## src/rtl/mem_stage_sram_ctrl.sv

```systemverilog
// ARM pipeline memory stage: splits each 32-bit load/store into two 16-bit SRAM
// accesses with programmable wait states, freezing the pipeline while busy.
module mem_stage_sram_ctrl #(
    parameter int          SRAM_ADDR_W = 18,
    parameter int          WAIT_CYCLES = 2,
    parameter logic [31:0] ADDR_OFFSET = 32'd1024
) (
    input  logic                   clk,
    input  logic                   rst,
    input  logic                   wb_en_in,
    input  logic                   mem_r_en_in,
    input  logic                   mem_w_en_in,
    input  logic [31:0]            alu_res_in,
    input  logic [31:0]            val_r_m_in,
    input  logic [3:0]             dest_in,
    output logic                   wb_en_out,
    output logic                   mem_r_en_out,
    output logic [31:0]            alu_res_out,
    output logic [3:0]             dest_out,
    output logic [31:0]            mem_data_out,
    output logic                   ready,
    output logic [SRAM_ADDR_W-1:0] sram_addr,
    output logic [15:0]            sram_wdata,
    input  logic [15:0]            sram_rdata,
    output logic                   sram_we_n,
    output logic                   sram_oe_n
);

    localparam int CNT_W = (WAIT_CYCLES > 1) ? $clog2(WAIT_CYCLES) : 1;
    localparam logic [CNT_W-1:0] CNT_LAST = CNT_W'(WAIT_CYCLES - 1);

    typedef enum logic [1:0] {
        S_IDLE,
        S_LOW,
        S_HIGH,
        S_DONE
    } state_t;

    state_t                 state_q, state_d;
    logic [CNT_W-1:0]       cnt_q, cnt_d;
    logic [15:0]            low_q, low_d;
    logic [31:0]            mem_data_q, mem_data_d;

    logic                   req;
    logic                   is_store;
    logic                   is_load;
    logic                   cnt_last;
    logic [31:0]            byte_off;
    logic [SRAM_ADDR_W-2:0] word_addr;
    logic                   unused_addr_bits;

    assign wb_en_out    = wb_en_in;
    assign mem_r_en_out = mem_r_en_in;
    assign alu_res_out  = alu_res_in;
    assign dest_out     = dest_in;
    assign mem_data_out = mem_data_q;

    // A store wins when both enables are set; the load request is dropped.
    assign req      = mem_r_en_in | mem_w_en_in;
    assign is_store = mem_w_en_in;
    assign is_load  = mem_r_en_in & ~mem_w_en_in;
    assign cnt_last = (cnt_q == CNT_LAST);

    // Word index wraps silently into the SRAM; byte lane bits are ignored.
    assign byte_off         = alu_res_in - ADDR_OFFSET;
    assign word_addr        = byte_off[SRAM_ADDR_W:2];
    assign unused_addr_bits = ^{byte_off[31:SRAM_ADDR_W+1], byte_off[1:0]};

    always_comb begin
        state_d    = state_q;
        cnt_d      = cnt_q;
        low_d      = low_q;
        mem_data_d = mem_data_q;
        ready      = 1'b1;
        sram_we_n  = 1'b1;
        sram_oe_n  = 1'b1;
        sram_addr  = '0;
        sram_wdata = '0;

        case (state_q)
            S_IDLE: begin
                ready = ~req;
                if (req) begin
                    state_d = S_LOW;
                    cnt_d   = '0;
                end
            end
            S_LOW: begin
                ready     = 1'b0;
                sram_addr = {word_addr, 1'b0};
                if (is_store) begin
                    sram_we_n  = 1'b0;
                    sram_wdata = val_r_m_in[15:0];
                end else if (is_load) begin
                    sram_oe_n = 1'b0;
                end
                if (cnt_last) begin
                    state_d = S_HIGH;
                    cnt_d   = '0;
                    if (is_load) begin
                        low_d = sram_rdata;
                    end
                end else begin
                    cnt_d = cnt_q + 1'b1;
                end
            end
            S_HIGH: begin
                ready     = 1'b0;
                sram_addr = {word_addr, 1'b1};
                if (is_store) begin
                    sram_we_n  = 1'b0;
                    sram_wdata = val_r_m_in[31:16];
                end else if (is_load) begin
                    sram_oe_n = 1'b0;
                end
                if (cnt_last) begin
                    state_d = S_DONE;
                    cnt_d   = '0;
                    if (is_load) begin
                        mem_data_d = {sram_rdata, low_q};
                    end
                end else begin
                    cnt_d = cnt_q + 1'b1;
                end
            end
            S_DONE: begin
                // The pipeline advances on this edge; the next instruction is seen in IDLE.
                ready   = 1'b1;
                state_d = S_IDLE;
            end
            default: begin
                state_d = S_IDLE;
            end
        endcase
    end

    always_ff @(posedge clk or negedge rst) begin
        if (!rst) begin
            state_q    <= S_IDLE;
            cnt_q      <= '0;
            low_q      <= '0;
            mem_data_q <= '0;
        end else begin
            state_q    <= state_d;
            cnt_q      <= cnt_d;
            low_q      <= low_d;
            mem_data_q <= mem_data_d;
        end
    end

endmodule

```

## config.mk

```make
export PLATFORM = sky130hd
export DESIGN_NAME = mem_stage_sram_ctrl
export DESIGN_NICKNAME = d
export VERILOG_FILES = /design/src/rtl/mem_stage_sram_ctrl.sv
export SDC_FILE = /design/constraint.sdc
export NUM_CORES = 1
export LEC_CHECK = 0
export CORE_MARGIN = 2
export CORE_UTILIZATION = 35
export DETAILED_ROUTE_END_ITERATION = 7
export PLACE_DENSITY = 0.8
export SLEW_MARGIN = 10
export SYNTH_ARGS = -nofsm -noshare
export SYNTH_HDL_FRONTEND = slang
export SYNTH_SLANG_ARGS = --single-unit
```

## constraint.sdc

```tcl
create_clock -name clk -period 1.9 [get_ports clk]
set_input_delay 0.19 -clock clk [delete_from_list [all_inputs] [get_ports clk]]
set_output_delay 0.19 -clock clk [all_outputs]
set_load 0.05 [all_outputs]
```

Yosys cells after proc, flatten, opt, wreduce, memory -nomap -nowiden
Index checks and enable logic that the tools add are counted.
{"block": "word_totals", "register_bits": 51, "latchBits": 0, "mem_bits_rw": 0, "rom_bits": 0, "inputBits": 89, "out_inout_bits": 107, "wordCells": 40, "memories": 0}
{"block": "op_classes", "addsub": 2, "multipliers": 0, "div_mod_pow": 0, "order_cmp": 0, "n_eq_ne": 6, "shifts": 0, "n_mux": 17, "bitwise": 4, "reduce_logical": 7}
{"cell": "18-bit case mux with 2 select lines", "count": 1}
{"cell": "16-bit two-way mux", "count": 2}
{"cell": "16-bit case mux with 2 select lines", "count": 1}
{"cell": "19-bit by 11-bit subtractor with 19-bit output, second input constant", "count": 1}
{"cell": "3-bit AND reduction", "count": 3}
{"cell": "2-bit case mux with 4 select lines", "count": 1}
{"cell": "1-bit two-way mux", "count": 7}
{"cell": "2-bit two-way mux", "count": 3}
{"cell": "2-bit != test, second input constant", "count": 3}
{"cell": "2-bit equality test, second input constant", "count": 2}
{"cell": "1-bit case mux with 3 select lines", "count": 1}
{"cell": "2-bit by 1-bit equality test with 1-bit output, second input constant", "count": 1}
{"cell": "2-bit zero test", "count": 1}
{"cell": "1-bit NOT", "count": 2}
{"cell": "1-bit case mux with 2 select lines", "count": 1}
{"cell": "2-bit AND reduction", "count": 1}
{"cell": "2-bit nonzero test", "count": 1}
{"cell": "2-bit OR reduction", "count": 1}
{"cell": "1-bit adder, second input constant", "count": 1}
{"cell": "1-bit AND", "count": 1}
{"cell": "1-bit OR", "count": 1}

Longest topological paths before layout
Gate-level depths: netlist (run 1).
{"block": "logic_depth", "word_depth": 5, "ltp_mapped": 6, "ltp_nobuf": 5}

Worst setup path after synthesis (run 1)
OpenSTA, ideal clock, no wires.
{"block": "synth_path", "path_kind": "reg-to-output", "start": "register state_q[0]", "end": "output sram_wdata[10]", "arrival_time_ps": 2393, "required_ps": 1710, "path_slack_ps": -683, "stages_incl_launch_ff": 7, "path_buffers": 2, "cell_sequence": "dfrtp_1 > inv_1 > ha_1 > clkbuf_1 > buf_1 > a22oi_1 > nor2_1"}
{"block": "synth_via", "elab_chain_cells": 2, "elab_cells_between_ends": 3, "classes_between": "eq/ne: 2; mux: 1"}
{"element": "start: declaration", "line": "39", "source": "state_t state_q, state_d;"}
{"element": "start signal: assignment", "line": "144", "source": "state_q <= state_d;"}
{"element": "2-bit equality test / 2-bit by 1-bit equality test with 1-bit output (equally long branches)", "line": "80", "source": "case (state_q)"}
{"element": "16-bit case mux with 2 select lines *", "line": "80"}
{"element": "end: declaration", "line": "23", "source": "output logic [15:0] sram_wdata,"}
Every way passes the cells marked *; elsewhere a longest branch is shown, timed or not.

Worst setup path after layout (run 1)
{"block": "layout_path", "start": "input alu_res_in[15]", "end": "output sram_addr[17]"}
{"block": "layout_via", "elab_chain_cells": 2}
{"element": "start: declaration", "line": "13", "source": "input logic [31:0] alu_res_in,"}
{"element": "19-bit by 11-bit subtractor with 19-bit output", "line": "65", "source": "assign byte_off = alu_res_in - ADDR_OFFSET;"}
{"element": "18-bit case mux with 2 select lines", "line": "80"}
{"element": "end: declaration", "line": "22", "source": "output logic [SRAM_ADDR_W-1:0] sram_addr,"}
No other way between the ends.

==> results of run 1 <==
[cell usage in the layout, fill, tap and decap left out, drive strengths merged, types with 2 or more instances in the layout]
master	synthesis	layout
a21oi	6	6
a22oi	17	17
and2	8	8
buf	43	96
clkbuf	5	7
clkdlybuf4s15	0	4
clkdlybuf4s50	0	92
dfrtp	51	51
ha	6	6
inv	5	5
mux2	50	50
nand2	3	3
nor2	22	22
o21ai	4	4
o31ai	3	3
or3	3	3
or3b	2	2
or4	3	3
xnor2	2	2
[per-layer routing]
layer | share of wire (%) | GRT usage, %
met1 | 37 | 22.0
met4 | 1.7 | 4.98
met3 | 11 | 8.22
met5 | 0 | 0
met2 | 50 | 34.2
[power breakdown]
group | switching, mW | leakage (nW) | internal (mW)
registers | 0.243 | 0.637 | 1.58
logic | 3.81 | 1.51 | 3.02
clock network | 0.346 | 0.0484 | 0.299
total | 4.40 | 2.20 | 4.90
[layout make-up]
type	instances	area, um2	share of cell area (%)
Timing Repair Buffer	194	2260	42.8
Sequential cell	51	1280	24.1
Multi-Input combinational cell	136	1500	28.4
Clock inverter	1	8.76	0.166
Tap cell	102	128	2.41
Clock buffer	7	86.3	1.63
Inverter	5	21.3	0.402
[per-stage QoR]
step	instance area [um2]	power, mW	cells	utilization (%)	TNS, ps
after floorplan	2990	5.78	240	-	-150
after global placement	4920	8.08	479	64.4	-1310
after detailed placement	4920	8.20	479	64.4	-1430
after CTS	5230	9.28	493	68.4	-2.17
after global routing	5290	9.74	496	69.1	-843
final	5290	9.30	496	69.1	0
[cells by family after synthesis]
family | count (synthesis) | synth area share, %
flip-flops | 51 | 46.6
multiplexers | 50 | 20.5
AND/OR/NAND/NOR | 46 | 8.95
XOR/XNOR | 2 | 0.639
adder cells (fa/ha/maj) | 6 | 2.74
AO/OA/AOI/OAI | 32 | 7.90
buffers and inverters | 53 | 12.6
[worst paths after layout]
| check | to | slack [ps] |
|---|---|---|
| setup / recovery | sram_addr[17] | 10 |
| setup reg to reg | mem_data_out[26] | 170 |
| max in group asynchronous | state_q[1] | 900 |
| hold / removal | alu_res_out[0] | 380 |
| hold reg to reg | mem_data_out[13] | 510 |
| min in group asynchronous | mem_data_out[17] | 400 |
[flip-flops by register name, indices dropped and copies added (netlist names)]
signal	flops
low_q	16
cnt_last	1
state_q	2
mem_data_out	32
[repair_timing]
action                     in CTS  in global routing
gates resized for setup        60                  8
pin swaps                      11                 10
hold endpoints to repair       23                  0
buffers inserted                5                  3
hold buffers                    1                  0
setup endpoints to repair      34                 26
[worst max-delay path: cells and delay by family]
kind,cells,cell delay [ps]
buffers and inverters,2,400
AND/OR/NAND/NOR,2,900
AO/OA/AOI/OAI,1,200
==> reports/results.ini, run 1 <==
[final_layout]
n_fill_cell = 517
antenna_cells = 0
final_net_count = 488
area_growth_pct = 93.0
drive_above_1_share_pct = 57.1

[routing]
drcViolationCount = 0
viasPerCell = 4.83
first_pass_iters = 4
first_iter_violations = 33
routed_wl_mm = 8.37
vias = 2396
postRouteAntennaNets = 0
drt-wirelength-per-cell_um = 16.9

[critical_path]
slowest_delay_ps = 550
cp_cell_sequence = dlygate4sd2_1 -> or3_4 -> or4_4 -> a21oi_4 -> buf_12
crit_slowest_cell = or4_4
worst_r2r_startpoint = state_q[0]
required_ps = 1710
critPathMaxFanout = 3
startpoint = alu_res_in[15]
critPathArrivalTime_ps = 1700
r2r.worst_path.cells = 7
start_kind = input port
criticalPathCategory = in -> out
endpoint_kind = output port

[power]
max-vdd-ir-drop_mv = 0.996
powerDensity_nw_per_um2 = 1760
power_leakage_nw = 2.20

[synth]
synth_top_area_share_pct = 46.6
ys_seq_area_share_pct = 46.6
synthFlopType = dfrtp_1
synth-edff-count = 0
yosysTopAreaCell = dfrtp_1
syn_area_um2 = 2740
synthCells = 240
synth_warnings = 0
synth_most_common_cell = dfrtp_1
syn_nets = 335
synthTopCellsByCount = dfrtp_1 (51), mux2_2 (50), buf_4 (38)
ys_seq_elements = 51
ys_types = 29
avgSynthCellArea_um2 = 11.4
synthArstFlopShare_pct = 100
ys_top_cells_by_area = dfrtp_1 (47%), mux2_2 (21%), buf_4 (10%)

[sta]
rsz0062_at_grt = yes
hold_viol_final = 0
setup_violations = 0
fmax_mhz = 530
post-route-period-util_pct = 99.3
min_period_ps = 1890
final_max_slew_viol_count = 0
layout_setup_ws_ps = 13.9
worst_pin_slew_ps = 548
skew_ps = 7.58
relSlewSlack_pct = 63.3
whs_ps = 380

[cts]
tritoncts = yes
cts.path.max_buffers = 2
htreeDepth = 2
insertion_delay_ps = 300
cts_sinks = 51
root_buffer = clkbuf_8
cts_buffers = 5

[hold_path]
hp-class = in -> out
min-delay-start = alu_res_in[0]
min_delay_path_depth = 0

[placement]
place_congestion = 0.783
post-place-ws_ps = -401
numPortBuffers = 155
hpwl_mm = 6.29

[floorplan]
initial_core_util_pct = 35.8
die_area_um2 = 8550
fp.dieH_um = 92.5
ios = 196
core_area_um2 = 7650
die_w_um = 92.5
num_rows = 32

[grt]
grt_pass1_wl_mm = 13.2
grt.total_usage_pct = 19.6
globalRouteOverflowTotal = 0
first_global_vias = 2536
grt_max_degree = 27
antenna_found_initial = 0

[run_status]
status = complete, no violations

[run]
maxCapViolations = 0

Note: power is estimated with default switching activity, not from simulation.
==> inputs of run 2 (changes only) <==
--- a/config.mk
+++ b/config.mk
@@ -5,8 +5,11 @@
 export SDC_FILE = /design/constraint.sdc
 export NUM_CORES = 1
 export LEC_CHECK = 0
+export CELL_PAD_IN_SITES_DETAIL_PLACEMENT = 0
+export CELL_PAD_IN_SITES_GLOBAL_PLACEMENT = 1
 export CORE_MARGIN = 2
-export CORE_UTILIZATION = 35
+export CORE_UTILIZATION = 25
+export CTS_CLUSTER_DIAMETER = 50
 export DETAILED_ROUTE_END_ITERATION = 7
 export PLACE_DENSITY = 0.8
 export SLEW_MARGIN = 10
==> run 2 against run 1 <==
Wire length shrank 4.7%. Non-clock buffer count shrank 5. First-iteration DRC count grew 76%. Clock power grew 17%. Clock skew grew 3.4 ps. Worst setup slack gained 13 ps. Worst hold slack is essentially flat. Register-to-register slack is essentially flat. Sequential cell count is the same. Core utilization shrank 20 points. Sequential power is essentially flat. Global-route usage shrank 6.3 points. Critical endpoint unchanged.
==> reports/results.ini, run 2 (same netlist as run 1, synthesis figures left out) <==
[sta]
fmax_mhz = 534  ; +0.71%
min_period_ps = 1870  ; -13.3 ps
relSlewSlack_pct = 57.3  ; -6.0 points
post-route-period-util_pct = 98.6  ; -0.70 points
rsz0062_at_grt = yes
skew_ps = 11.0  ; +3.39 ps
whs_ps = 380  ; -0.0510 ps
hold_viol_final = 0  ; unchanged
setup_violations = 0  ; unchanged
final_max_slew_viol_count = 0  ; unchanged
layout_setup_ws_ps = 27.1  ; +13.3 ps
worst_pin_slew_ps = 640  ; +92.0 ps
fin_tns_setup_ps = 0  ; unchanged

[run]
maxCapViolations = 0  ; unchanged

[grt]
grt.total_usage_pct = 13.2  ; -6.3 points
globalRouteOverflowTotal = 0  ; unchanged
grt_max_degree = 33  ; +22%
grt_pass1_wl_mm = 12.3  ; -6.8%
antenna_found_initial = 0  ; unchanged
first_global_vias = 2530  ; -0.24%

[final_layout]
drive_above_1_share_pct = 55.3  ; -1.8 points
final_net_count = 483  ; -1.0%
layout_commonest_cell = clkdlybuf4s50_1
finalNonFillerCells = 530  ; +6.9%
final_util_pct = 49.3  ; -20 points
layout_common_cells = clkdlybuf4s50_1 (92), mux2_2 (50), dfrtp_1 (50)
largest_register_ffs = 32  ; unchanged
area_growth_pct = 93.4
n_fill_cell = 951  ; +84%

[cts]
root_buffer = clkbuf_8
cts_sinks = 51  ; unchanged
cts_buffers = 5  ; unchanged
htreeDepth = 2  ; unchanged
cts.path.max_buffers = 2  ; unchanged
tritoncts = yes
insertion_delay_ps = 300  ; about the same

[routing]
drt-wirelength-per-cell_um = 15.1  ; -11%
drt-met1-wl_mm = 2.69  ; -14%
viasPerCell = 4.47  ; -7.4%
routed-wl-met3_um = 705  ; -20%
drcViolationCount = 0  ; unchanged
postRouteAntennaNets = 0  ; unchanged
routed_wl_mm = 7.98  ; -4.7%
vias = 2371  ; -1.0%
highest-signal-layer = met4
met2WireLength_mm = 4.48  ; +6.1%
first_pass_iters = 4  ; unchanged
first_iter_violations = 58  ; +76%

[placement]
hpwl_mm = 6.30  ; +0.16%
post-place-ws_ps = -488  ; -86.4 ps
place_congestion = 0.783  ; about the same
dp_cells = 510  ; +6.5%
numPortBuffers = 155  ; unchanged

[power]
max-vdd-ir-drop_mv = 0.900  ; -9.7%
powerDensity_nw_per_um2 = 1760  ; +0.18%
power_leakage_nw = 2.19  ; -0.44%

[critical_path]
critPathArrivalTime_ps = 1680  ; -20 ps
crit_slowest_cell = or4_4
critPathMaxFanout = 4  ; +1
worst-path-buf-inv = 3  ; +1
required_ps = 1710  ; about the same
slowest_delay_ps = 440  ; -110 ps
criticalPathCategory = in -> out
cpLargestDelayFamily = simple AND/OR/NAND/NOR gates
cp_cell_sequence = buf_4 -> inv_4 -> ha_4 -> or3b_4 -> or4_4 -> a21oi_4 -> buf_12
endpoint_kind = output port
start_kind = input port
startpoint = alu_res_in[11]
worst_r2r_startpoint = state_q[0]

[hold_path]
hp-class = in -> out
min-delay-start = alu_res_in[1]

[floorplan]
core_area_um2 = 10700  ; +41%
die_area_um2 = 11800  ; +38%
fp.dieH_um = 109  ; +18%
die_w_um = 109  ; +18%
ios = 196  ; unchanged
initial_core_util_pct = 25.5  ; -10 points
num_rows = 38  ; +19%

[run_status]
status = complete, no violations

==> run 2: changes by cell type in the layout (fill, tap and decap cells not counted), moves of 2 or more <==
| cell | change |
|---|---|
| nor2_2 | -5 |
| buf_6 | -2 |
| buf_4 | -3 |
| nor2_4 | +5 |
| dlygate4sd2_1 | +2 |
| a22oi_2 | -5 |
| a22oi_1 | +5 |
| clkdlybuf4s15_1 | -2 |
==> run 2: stage by stage <==
stage / total power [mW] / instance area, um2
final: 9.34 / 5300
after global routing: 9.79 / 5300
after CTS: 9.39 / 5270
after detailed placement: 8.15 / 4920
after global placement: 8.05 / 4920
after floorplan: 5.78 / 2990
==> run 2: power by group <==
group          switching (mW)  total [mW]  internal [mW]
sequential              0.253        1.83           1.58
clock                   0.355       0.753          0.398
combinational            3.78        6.75           2.97
==> run 2: final timing paths <==
check | to | slack (ps) | depth (start not counted)
max in group asynchronous | state_q[1] | 890 | 3
worst min register to register | low_q[1] | 510 | 1
worst max-delay path | sram_addr[17] | 30 | 7
min in group asynchronous | mem_data_out[25] | 440 | 2
worst min-delay path | alu_res_out[1] | 380 | 0
worst max register to register | state_q[1] | 170 | 5
==> run 2: cell type report <==
type	instances	area, um2	area share [%]
clock inverter	2	38.8	0.732
clock buffer	6	72.6	1.37
inverter	5	23.8	0.449
antenna	1	2.50	0.0472
timing repair buffer	189	2200	41.6
tap	140	175	3.31
multi-input combinational	136	1510	28.4
sequential	51	1280	24.1
==> run 2: metal layers <==
layer | vias up | global-route usage (%)
met5 | - | 0
met3 | 16 | 3.89
met1 | 1159 | 13.4
met4 | 0 | 4.03
li1 | 1097 | -
met2 | 99 | 25.9
==> run 2: repair_timing <==
item,in CTS,in global routing
gates resized for setup,52,10
hold endpoints to repair,27,0
endpoints found under the setup margin,34,33
pin swaps,9,13
hold buffers,1,0
setup buffers,10,1
